File: src/rtl/uart_pkg.sv
// Shared definitions for the UART blocks: baud-select encoding, the
// 16x-oversample divisor table and the receiver state enumeration.
package uart_pkg;

  localparam int unsigned OVERSAMPLE = 16;
  localparam int unsigned OS_W       = $clog2(OVERSAMPLE);

  // Oversample tick index of the middle of a bit, and of the last tick of a bit.
  localparam logic [OS_W-1:0] OS_MID  = OS_W'(OVERSAMPLE / 2 - 1);
  localparam logic [OS_W-1:0] OS_LAST = OS_W'(OVERSAMPLE - 1);

  typedef enum logic [1:0] {
    BAUD_110  = 2'b00,
    BAUD_600  = 2'b01,
    BAUD_2400 = 2'b10,
    BAUD_9600 = 2'b11
  } baud_sel_e;

  // Divisors for the 12 MHz reference clock.
  localparam int unsigned REF_CLK_HZ = 12_000_000;
  localparam int unsigned DIV_110    = 6818;
  localparam int unsigned DIV_600    = 1250;
  localparam int unsigned DIV_2400   = 312;
  localparam int unsigned DIV_9600   = 78;

  typedef enum logic [1:0] {
    ST_IDLE,
    ST_START,
    ST_DATA,
    ST_STOP
  } rx_state_e;

  function automatic int unsigned baud_rate(baud_sel_e sel);
    int unsigned rate;
    case (sel)
      BAUD_110:  rate = 110;
      BAUD_600:  rate = 600;
      BAUD_2400: rate = 2400;
      default:   rate = 9600;
    endcase
    return rate;
  endfunction

  // Clocks per oversample tick; the fixed table at the reference clock,
  // otherwise the truncated quotient (which reproduces the table at 12 MHz).
  function automatic int unsigned baud_div(int unsigned clk_hz, baud_sel_e sel);
    int unsigned div;
    if (clk_hz == REF_CLK_HZ) begin
      case (sel)
        BAUD_110:  div = DIV_110;
        BAUD_600:  div = DIV_600;
        BAUD_2400: div = DIV_2400;
        default:   div = DIV_9600;
      endcase
    end else begin
      div = clk_hz / (OVERSAMPLE * baud_rate(sel));
    end
    return div;
  endfunction

endpackage

File: src/rtl/uart_baud_tick.sv
// 16x oversample tick generator: one-clock pulse every DIV clocks for the
// selected baud rate. Shared by the receive and transmit stages.
module uart_baud_tick
  import uart_pkg::*;
#(
  parameter int unsigned CLK_HZ = 12_000_000
) (
  input  logic      clk,
  input  logic      rst,
  input  logic      clear_i,
  input  baud_sel_e baud_i,
  output logic      tick_o
);

  localparam int unsigned DIV_A = baud_div(CLK_HZ, BAUD_110);
  localparam int unsigned DIV_B = baud_div(CLK_HZ, BAUD_600);
  localparam int unsigned DIV_C = baud_div(CLK_HZ, BAUD_2400);
  localparam int unsigned DIV_D = baud_div(CLK_HZ, BAUD_9600);
  localparam int unsigned CNT_W = (DIV_A > 1) ? $clog2(DIV_A) : 1;

  logic [CNT_W-1:0] cnt_q, cnt_d, div_m1;

  // Terminal count for the selected rate.
  always_comb begin
    // NOTE: every variable assigned in always_comb gets a default first so no path infers a latch.
    div_m1 = CNT_W'(DIV_D - 1);
    case (baud_i)
      BAUD_110:  div_m1 = CNT_W'(DIV_A - 1);
      BAUD_600:  div_m1 = CNT_W'(DIV_B - 1);
      BAUD_2400: div_m1 = CNT_W'(DIV_C - 1);
      default:   div_m1 = CNT_W'(DIV_D - 1);
    endcase
  end

  assign tick_o = (cnt_q == div_m1);

  // Next count: clear wins, otherwise wrap on the tick.
  always_comb begin
    cnt_d = cnt_q + 1'b1;
    if (clear_i || tick_o) begin
      cnt_d = '0;
    end
  end

  // Counter register.
  always_ff @(posedge clk) begin
    // NOTE: sequential state uses non-blocking assignment so every flop samples pre-edge values.
    if (rst) begin
      cnt_q <= '0;
    end else begin
      cnt_q <= cnt_d;
    end
  end

endmodule

File: src/rtl/uart_rx_oversample.sv
// 16x-oversampling UART receiver (8N1) with a valid/ready output register,
// framing-error and overrun pulses.
module uart_rx_oversample
  import uart_pkg::*;
#(
  parameter int unsigned CLK_HZ = 12_000_000
) (
  input  logic       clk,
  input  logic       rst,
  input  logic [1:0] baud,
  input  logic       rx,
  output logic [7:0] rx_data,
  output logic       rx_valid,
  input  logic       rx_ready,
  output logic       frame_err,
  output logic       overrun,
  output logic       busy
);

  rx_state_e       state_q, state_d;
  baud_sel_e       baud_q, baud_d;
  logic [OS_W-1:0] os_cnt_q, os_cnt_d;
  logic [2:0]      bit_cnt_q, bit_cnt_d;
  logic [7:0]      shreg_q, shreg_d;
  logic [7:0]      rx_data_q, rx_data_d;
  logic            rx_valid_q, rx_valid_d;
  logic            frame_err_q, overrun_q, overrun_d;
  logic            armed_q, armed_d;
  logic            rx_meta_q, rx_s_q;
  logic            tick, tick_clr, byte_done, stop_bad;

  uart_baud_tick #(.CLK_HZ(CLK_HZ)) u_baud_tick (
    .clk     (clk),
    .rst     (rst),
    .clear_i (tick_clr),
    .baud_i  (baud_q),
    .tick_o  (tick)
  );

  // Frame sequencing: start detect, mid-bit sampling, stop-bit evaluation.
  always_comb begin
    state_d   = state_q;
    baud_d    = baud_q;
    os_cnt_d  = os_cnt_q;
    bit_cnt_d = bit_cnt_q;
    shreg_d   = shreg_q;
    tick_clr  = 1'b0;
    byte_done = 1'b0;
    stop_bad  = 1'b0;
    case (state_q)
      ST_IDLE: begin
        os_cnt_d  = '0;
        bit_cnt_d = '0;
        if (!rx_s_q && armed_q) begin
          state_d  = ST_START;
          tick_clr = 1'b1;
          baud_d   = baud_sel_e'(baud);
        end
      end
      ST_START: begin
        if (tick) begin
          os_cnt_d = os_cnt_q + 1'b1;
          if (os_cnt_q == OS_MID) begin
            os_cnt_d = '0;
            state_d  = rx_s_q ? ST_IDLE : ST_DATA;
          end
        end
      end
      ST_DATA: begin
        if (tick) begin
          os_cnt_d = os_cnt_q + 1'b1;
          if (os_cnt_q == OS_LAST) begin
            shreg_d   = {rx_s_q, shreg_q[7:1]};
            bit_cnt_d = bit_cnt_q + 1'b1;
            if (bit_cnt_q == 3'd7) begin
              state_d = ST_STOP;
            end
          end
        end
      end
      ST_STOP: begin
        if (tick) begin
          os_cnt_d = os_cnt_q + 1'b1;
          if (os_cnt_q == OS_LAST) begin
            state_d   = ST_IDLE;
            byte_done = rx_s_q;
            stop_bad  = !rx_s_q;
          end
        end
      end
      default: state_d = ST_IDLE;
    endcase
  end

  // Output handshake, overrun detection and post-error re-arm.
  always_comb begin
    rx_data_d  = rx_data_q;
    rx_valid_d = rx_valid_q;
    overrun_d  = 1'b0;
    armed_d    = armed_q;
    if (rx_valid_q && rx_ready) begin
      rx_valid_d = 1'b0;
    end
    if (byte_done) begin
      if (!rx_valid_q || rx_ready) begin
        rx_data_d  = shreg_q;
        rx_valid_d = 1'b1;
      end else begin
        overrun_d = 1'b1;
      end
    end
    if (stop_bad) begin
      armed_d = 1'b0;
    end else if (rx_s_q) begin
      armed_d = 1'b1;
    end
  end

  // State registers, including the two-flop rx synchronizer.
  always_ff @(posedge clk) begin
    if (rst) begin
      state_q     <= ST_IDLE;
      baud_q      <= BAUD_110;
      os_cnt_q    <= '0;
      bit_cnt_q   <= '0;
      shreg_q     <= '0;
      rx_data_q   <= '0;
      rx_valid_q  <= 1'b0;
      frame_err_q <= 1'b0;
      overrun_q   <= 1'b0;
      armed_q     <= 1'b1;
      rx_meta_q   <= 1'b1;
      rx_s_q      <= 1'b1;
    end else begin
      state_q     <= state_d;
      baud_q      <= baud_d;
      os_cnt_q    <= os_cnt_d;
      bit_cnt_q   <= bit_cnt_d;
      shreg_q     <= shreg_d;
      rx_data_q   <= rx_data_d;
      rx_valid_q  <= rx_valid_d;
      frame_err_q <= stop_bad;
      overrun_q   <= overrun_d;
      armed_q     <= armed_d;
      rx_meta_q   <= rx;
      rx_s_q      <= rx_meta_q;
    end
  end

  assign rx_data   = rx_data_q;
  assign rx_valid  = rx_valid_q;
  assign frame_err = frame_err_q;
  assign overrun   = overrun_q;
  assign busy      = (state_q != ST_IDLE);

endmodule

File: config.mk
export PLATFORM = sky130hd
export DESIGN_NAME = uart_rx_oversample
export DESIGN_NICKNAME = d
export VERILOG_FILES = /design/src/rtl/uart_pkg.sv /design/src/rtl/uart_baud_tick.sv /design/src/rtl/uart_rx_oversample.sv
export SDC_FILE = /design/constraint.sdc
export NUM_CORES = 1
export LEC_CHECK = 0
export ABC_AREA = 1
export CAP_MARGIN = 20
export CORE_ASPECT_RATIO = 1.1
export CORE_MARGIN = 5
export CORE_UTILIZATION = 55
export DETAILED_ROUTE_END_ITERATION = 7
export PLACE_DENSITY = 0.76
export SYNTH_ARGS = -nofsm -noshare
export SYNTH_HDL_FRONTEND = slang
export SYNTH_HIERARCHICAL = 1
export SYNTH_SLANG_ARGS = --single-unit
export TNS_END_PERCENT = 30
File: constraint.sdc
create_clock -name clk -period 2.2 [get_ports clk]
set_input_delay 0.44 -clock clk [delete_from_list [all_inputs] [get_ports clk]]
set_output_delay 0.44 -clock clk [all_outputs]
set_load 0.03 [all_outputs]
Word-level counts from Yosys, hierarchy flattened
Index checks and enable logic that the tools add are counted.
{ "word_totals": {"ff_bits": 46, "in_bits": 6, "output_inout_bits": 12, "word_cells": 87} }
{ "classes": {"n_addsub": 3, "eq_ne": 18, "mux": 32, "bitwise_logic": 1, "n_reduce_logical": 20} }
{ "ops": {"columns": ["operator", "count"], "rows": [
  ["$pmux W13 S3", 1],
  ["$mux W2", 9],
  ["$mux W1", 14],
  ["$add A13 B1 Y13 const B", 1],
  ["$eq A13 B13 Y1", 1],
  ["$mux W4", 3],
  ["$pmux W4 S3", 1],
  ["$ne A2 B2 Y1 const B", 5],
  ["$ne A2 B1 Y1 const B", 4],
  ["$pmux W2 S4", 1],
  ["$reduce_and A8 Y1", 1],
  ["$eq A2 B2 Y1 const B", 3],
  ["$mux W3", 2],
  ["$pmux W3 S2", 1],
  ["$reduce_and A2 Y1", 3],
  ["$reduce_and A3 Y1", 2],
  ["$reduce_bool A2 Y1", 3],
  ["$reduce_or A2 Y1", 3],
  ["$add A4 B1 Y4 const B", 1],
  ["$eq A2 B1 Y1 const B", 2],
  ["$eq A4 B3 Y1 const B", 1],
  ["$eq A4 B4 Y1 const B", 1],
  ["$logic_not A2 Y1", 2],
  ["$add A3 B1 Y3 const B", 1],
  ["5 further kinds", 8]
]} }

Longest topological paths before layout
Gate-level depths: netlist (run 1).
{ "logic_depth": {"depth_word": 7, "mapped_depth": 15, "depth_no_buf": 13} }

Modules after synthesis
The synthesis (run 1) kept the hierarchy.
{ "modules_own_cells": {"columns": ["mod", "instances", "cells_each", "area_each_um2", "seq_area_each_um2"], "rows": [
  ["uart_rx_oversample", 1, 197, 1421.4, 660.6],
  ["uart_baud_tick", 1, 139, 902.1, 260.2]
]} }

Worst setup path before layout (run 1)
OpenSTA, ideal clock, no wires.
{ "synth_path": {"path_kind": "reg2reg", "start": "reg baud_q[1]", "end": "reg rx_data_q[1] (netlist: rx_data[1])", "setup_time_ns": 0.113, "t_arrival_ns": 1.775, "t_required_ns": 2.087, "slack_ns": 0.313, "path_stages_with_launch": 14, "n_path_buf": 2, "period_less_slack_ns": 1.887, "path_cell_list": "dfxtp_1 > buf_6 > nand2_2 > nand2_1 > nand3_1 > nor3_1 > nand3_1 > nor2_1 > inv_1 > nor2_4 > nand4_4 > buf_6 > nor2_1 > nor2_1"} }
{ "synth_via": {"elab_chain_len": 6, "elab_cells_between_ends": 8, "classes_between": "eq/ne (3); mux (3); reduce/logical (2)"} }
{ "synth_rtl": {"columns": ["element", "line_no", "text"], "rows": [
  ["start: declaration", "uart_rx_oversample.sv:21", "baud_sel_e baud_q, baud_d;"],
  ["start signal: assignment", "uart_rx_oversample.sv:136", "baud_q <= baud_d;"],
  ["$eq A2 B2 Y1, or another cell as far along", "uart_baud_tick.sv:27", "case (baud_i)"],
  ["$pmux W13 S3 *", "uart_baud_tick.sv:27", null],
  ["$eq A13 B13 Y1 *", "uart_baud_tick.sv:35", "assign tick_o = (cnt_q == div_m1);"],
  ["via tick", "uart_rx_oversample.sv:30", "logic tick, tick_clr, byte_done, stop_bad;"],
  ["$mux W1 *", "uart_rx_oversample.sv:82", "if (tick) begin"],
  ["$mux W1 *", "uart_rx_oversample.sv:50", "case (state_q)"],
  ["$reduce_and A2 Y1 (no source line) *", null, null],
  ["end signal: assignment", "uart_rx_oversample.sv:140", "rx_data_q <= rx_data_d;"],
  ["end: declaration", "uart_rx_oversample.sv:25", "logic [7:0] rx_data_q, rx_data_d;"]
]} }
The timed path passes the listed nets; every way through them passes the cells marked *.
A chain may end at the register's enable or synchronous reset.

==> results.json, run 1 <==
{
  "status": "complete, no violations",
  "wl_per_cell_um": 11.5,
  "synth_compound_area_frac": 0.0749,
  "fin_util": 0.651,
  "drtAntennaViolNets": 0,
  "htreeDepth": 2,
  "maxClockFrequency_mhz": 478,
  "slew_viol_final": 0,
  "cts_root_buf": "clkbuf_8",
  "first_iter_violations": 152,
  "slew_headroom": 0.788,
  "ys_ff_latch": 46,
  "end_kind": "output pin",
  "drt-total-wl_um": 4680,
  "worstPathRequired_ps": 1760,
  "antenna_found_initial": 0,
  "synth_cells": 336,
  "track_usage": 0.185,
  "cts_tree": "built",
  "synthMuxAreaShare": 0,
  "setup_viol": 0,
  "grt_max_degree": 22,
  "synth-edff-count": 0,
  "io_buffers": 17,
  "crit_fanout": 6,
  "crit_type": "reg -> out",
  "r2r_cells": 12,
  "synth_seq_area_share": 0.396,
  "start_kind": "flop",
  "cts_hold_buffers": 0,
  "tightest_slew_ps": 316,
  "area_growth_pct": 12.7,
  "tns_ps": 0,
  "core_mm2": 0.00402,
  "worstPathArrival_ps": 1650,
  "period_needed_ps": 2090,
  "synth_warnings": 6,
  "grt_pass1_wl_um": 8460,
  "start_util": 0.577,
  "p_per_area_mw_per_mm2": 607,
  "syn_area_mm2": 0.00232,
  "layout-drive-gt1-share": 0.0901,
  "synth_top_family_by_area": "simple AND/OR/NAND/NOR gates",
  "hpwl_um": 3370,
  "clockBufferDepth": 2,
  "path_clk_slew_ps": 80,
  "via_per_inst": 5.05,
  "gp_congestion": 0.975,
  "insertedDiodeCount": 0,
  "finalClockSkew_ps": 6.61,
  "whs_ps": 417,
  "synthXorXnorAreaFrac": 0.0452,
  "ys.flop_type": "dfxtp_1",
  "hold_violations": 0,
  "avgSynthCellArea_um2": 6.92,
  "rsz0062_at_grt": "false",
  "r2r_setup_slack_ps": 270,
  "synthArstFlopShare": 0,
  "firstDrtPassIters": 5,
  "final_cells": 407,
  "synth-adder-area-share": 0.0215,
  "die_h_um": 78.2,
  "seq_area_um2": 928,
  "layout_commonest_cell": "nor2_1",
  "cts.sinks": 46,
  "grt-ovfl-total": 0,
  "clk_latency_ps": 300,
  "placed_cells": 399,
  "layout.nets": 364,
  "leakage_nw": 1.15,
  "dieArea_mm2": 0.00563,
  "fin_crit_sh": 0.950,
  "drc_errors": 0,
  "nFillCells": 378,
  "worstHoldPathType": "reg -> reg",
  "synth_cell_type_count": 30,
  "post_cts_buffers": 0,
  "yosys.area_share.simple": 0.353,
  "num_io_pins": 18,
  "mappedNetlistNets": 346,
  "final_cell_mix": "nor2_1 (75), nand2_1 (68), dfxtp_1 (44)",
  "maxCapViolations": 0,
  "die_w_um": 72.0,
  "ir_drop_v": 0.000607,
  "multi_input_area_mm2": 0.00115,
  "grt_pass1_vias": 1971,
  "row_count": 24,
  "cts-buffers-inserted": 5,
  "vias": 2055,
  "whs_path_depth": 1
}
==> path summary, 6_finish.rpt <==
check,start,end
worst max register to register,u_baud_tick/cnt_q[7]$_SDFF_PP0_,bit_cnt_q[1]$_SDFFE_PP0P_
worst min register to register,rx_meta_q$_SDFF_PP1_,rx_s_q$_SDFF_PP1_
worst min-delay path,rx_meta_q$_SDFF_PP1_,rx_s_q$_SDFF_PP1_
worst max-delay path,flop,busy
==> final cells by class <==
class | count | share of cell area
Clock buffer | 5 | 0.0263
Clock inverter | 3 | 0.0167
Inverter | 44 | 0.0650
Multi-Input combinational cell | 237 | 0.439
Sequential cell | 46 | 0.355
Tap cell | 52 | 0.0248
Timing Repair Buffer | 20 | 0.0736
==> registers in the layout, indices dropped and copies added, names as in the netlist, 2 cells and up, named ones only <==
signal and flops:
baud_q 2, bit_cnt_q 3, os_cnt_q 4, rx_data 8, u_baud_tick/cnt_q 13, shreg_q 8
==> power by group <==
| part | internal [mW] | switching [mW] |
|---|---|---|
| Sequential | 0.840 | 0.0171 |
| Clock | 0.341 | 0.300 |
| Combinational | 0.0363 | 0.0550 |
==> routing by layer <==
| metal | vias up | part of all wire | GRT usage |
|---|---|---|---|
| met4 | 0 | 0.022 | 0.0752 |
| met5 | - | 0 | 0 |
| met2 | 51 | 0.48 | 0.316 |
| li1 | 1074 | - | - |
| met3 | 13 | 0.043 | 0.0421 |
| met1 | 917 | 0.45 | 0.222 |
==> Yosys cell counts (5+ instances only) <==
| library cell | count | share of area |
|---|---|---|
| a21oi_1 | 8 | 0.017 |
| buf_6 | 5 | 0.024 |
| dfxtp_1 | 46 | 0.40 |
| inv_1 | 41 | 0.066 |
| nand2_1 | 68 | 0.11 |
| nand3_1 | 18 | 0.039 |
| nor2_1 | 75 | 0.12 |
| nor2_2 | 5 | 0.013 |
| nor3_1 | 7 | 0.015 |
| o21ai_0 | 20 | 0.043 |
| xor2_1 | 11 | 0.041 |
==> per-stage QoR <==
stage	setup slack [ps]	total power, mW	cell area (um^2)
after floorplan	313	0.946	2320
after global placement	121	0.969	2500
after detailed placement	73.6	0.969	2500
after CTS	51.4	1.60	2610
after global routing	5.67	1.66	2620
final	109	1.59	2620
==> cells by family after synthesis <==
family,after synthesis
simple gates,188
buf+inv,53
flops,46
compound gates,33
xor+xnor,12
fa+ha+maj,4
==> critical path, stage by stage (launching register included) <==
cell             delay [ps]
dfxtp_1                 430
inv_1                   150
nand2_1                 100
clkdlybuf4s50_1         670
==> repair_timing <==
item | CTS | global route
hold endpoints to repair | 0 | 0
gates resized for setup | 0 | 4
setup endpoints to repair | 0 | 21
No activity file was read; power rests on OpenSTA's default activity.
==> run 2: changes to the inputs <==
--- a/config.mk
+++ b/config.mk
@@ -9,9 +9,10 @@
 export CAP_MARGIN = 20
 export CORE_ASPECT_RATIO = 1.1
 export CORE_MARGIN = 5
-export CORE_UTILIZATION = 55
+export CORE_UTILIZATION = 52
 export DETAILED_ROUTE_END_ITERATION = 7
-export PLACE_DENSITY = 0.76
+export HOLD_SLACK_MARGIN = 0.15
+export PLACE_DENSITY = 0.75
 export SYNTH_ARGS = -nofsm -noshare
 export SYNTH_HDL_FRONTEND = slang
 export SYNTH_HIERARCHICAL = 1
==> constraint.sdc (replaced) <==
create_clock -name clk -period 1.8 [get_ports clk]
set_input_delay 0.36 -clock clk [delete_from_list [all_inputs] [get_ports clk]]
set_output_delay 0.36 -clock clk [all_outputs]
set_load 0.03 [all_outputs]
==> results.json, run 2 (same netlist as run 1, synthesis figures left out) <==
{
  "status": "finished with violations",
  "violations": "negative setup slack",
  "start_kind": "flop",
  "drt-total-wl_um": 5340,
  "path_clk_slew_ps": 90,
  "tightest_slew_ps": 341,
  "final_cell_mix": "nor2_1 (72), nand2_1 (62), dfxtp_1 (42)",
  "vias": 2189,
  "worstPathArrival_ps": 2160,
  "layout_commonest_cell": "nor2_1",
  "drtAntennaViolNets": 0,
  "area_growth_pct": 24.5,
  "cts.sinks": 46,
  "nFillCells": 387,
  "grt_max_degree": 24,
  "top_register": "u_baud_tick/cnt_q",
  "maxClockFrequency_mhz": 522,
  "die_h_um": 80.1,
  "p_per_area_mw_per_mm2": 682,
  "worstHoldPathType": "reg -> reg",
  "drc_errors": 0,
  "largest_reg_flops": 13,
  "grt_pass1_vias": 1989,
  "cts_hold_buffers": 0,
  "crit_type": "reg -> reg",
  "start_util": 0.538,
  "grt_pass1_wl_um": 8740,
  "fin_ws_ps": -115,
  "hpwl_um": 3690,
  "gp_congestion": 0.942,
  "antenna_found_initial": 0,
  "track_usage": 0.188,
  "crit_fanout": 8,
  "rsz0062_at_grt": "true",
  "die_w_um": 73.7,
  "slew_viol_final": 0,
  "insertedDiodeCount": 0,
  "whs_ps": 425,
  "cts-buffers-inserted": 5,
  "layout-drive-gt1-share": 0.187,
  "layout.nets": 389,
  "num_io_pins": 18,
  "row_count": 25,
  "via_per_inst": 5.04,
  "io_buffers": 17,
  "setup_viol": 22,
  "grt-ovfl-total": 0,
  "dieArea_mm2": 0.00591,
  "cts_tree": "built",
  "ir_drop_v": 0.000597,
  "clockBufferDepth": 2,
  "fin_total_pwr_mw": 1.97,
  "core_mm2": 0.00432,
  "htreeDepth": 2,
  "finalClockSkew_ps": 7.81,
  "leakage_nw": 1.29,
  "clk_latency_ps": 300,
  "hold_violations": 0,
  "worstPathRequired_ps": 2040,
  "wl_per_cell_um": 12.3,
  "slew_headroom": 0.773,
  "cts_root_buf": "clkbuf_8",
  "firstDrtPassIters": 4,
  "first_iter_violations": 146,
  "period_needed_ps": 1920,
  "fin_util": 0.670,
  "end_kind": "flop",
  "fin_crit_sh": 1.06,
  "maxCapViolations": 0,
  "tns_ps": -1550
}
## run 2: final timing paths
path | startpoint | endpoint | slack [ps] | depth (start not counted)
setup / recovery | baud_q[1]$_SDFFE_PP0P_ | rx_data[5]$_SDFFE_PP0P_ | -120 | 12
hold / removal | rx_meta_q$_SDFF_PP1_ | rx_s_q$_SDFF_PP1_ | 420 | 1
setup reg to reg | baud_q[1]$_SDFFE_PP0P_ | rx_data[5]$_SDFFE_PP0P_ | -120 | 12
hold reg to reg | rx_meta_q$_SDFF_PP1_ | rx_s_q$_SDFF_PP1_ | 420 | 1
## run 2: timing repair
item                       CTS  global route
resized for setup            6            25
pin swaps                    0            15
gates cloned                 0             1
setup endpoints to repair   25            24
buffers inserted             0             4
## run 2: worst max-delay path, stage by stage (launching register included)
cell and delay (ps):
dfxtp_4 430, nand2_4 90, nand2_4 70, nand3_2 70, nor3_2 170, nand3_1 110
nor2_2 150, inv_2 60, nor2_4 240, nand4_4 210, nand2_2 120, nand2_1 50
nor2_1 90
## run 2: metal layers
metal	global-route usage	part of all wire
met1	0.212	0.41
met3	0.0350	0.039
met5	0	0
met4	0.0924	0.037
met2	0.331	0.51
## run 2: power breakdown
part	internal [mW]	switching, mW
registers	1.03	0.0160
clock network	0.416	0.356
logic	0.0687	0.0883
## run 2: area by class of cell
cell class,instances,area (um^2),share of cell area
clock buffer,5,68.8,0.0238
clock inverter,3,43.8,0.0151
inverter,44,180,0.0623
multi-input combinational,238,1220,0.421
sequential,46,931,0.322
tap,54,67.6,0.0234
timing repair buffer,44,383,0.132
## run 2: metrics by stage
step	instances	setup WS, ps	area, um^2
final	434	-115	2890
after global routing	434	-290	2890
after CTS	429	-44.6	2780
after detailed placement	421	-220	2650
after global placement	421	-146	2650
after floorplan	336	2.33	2330
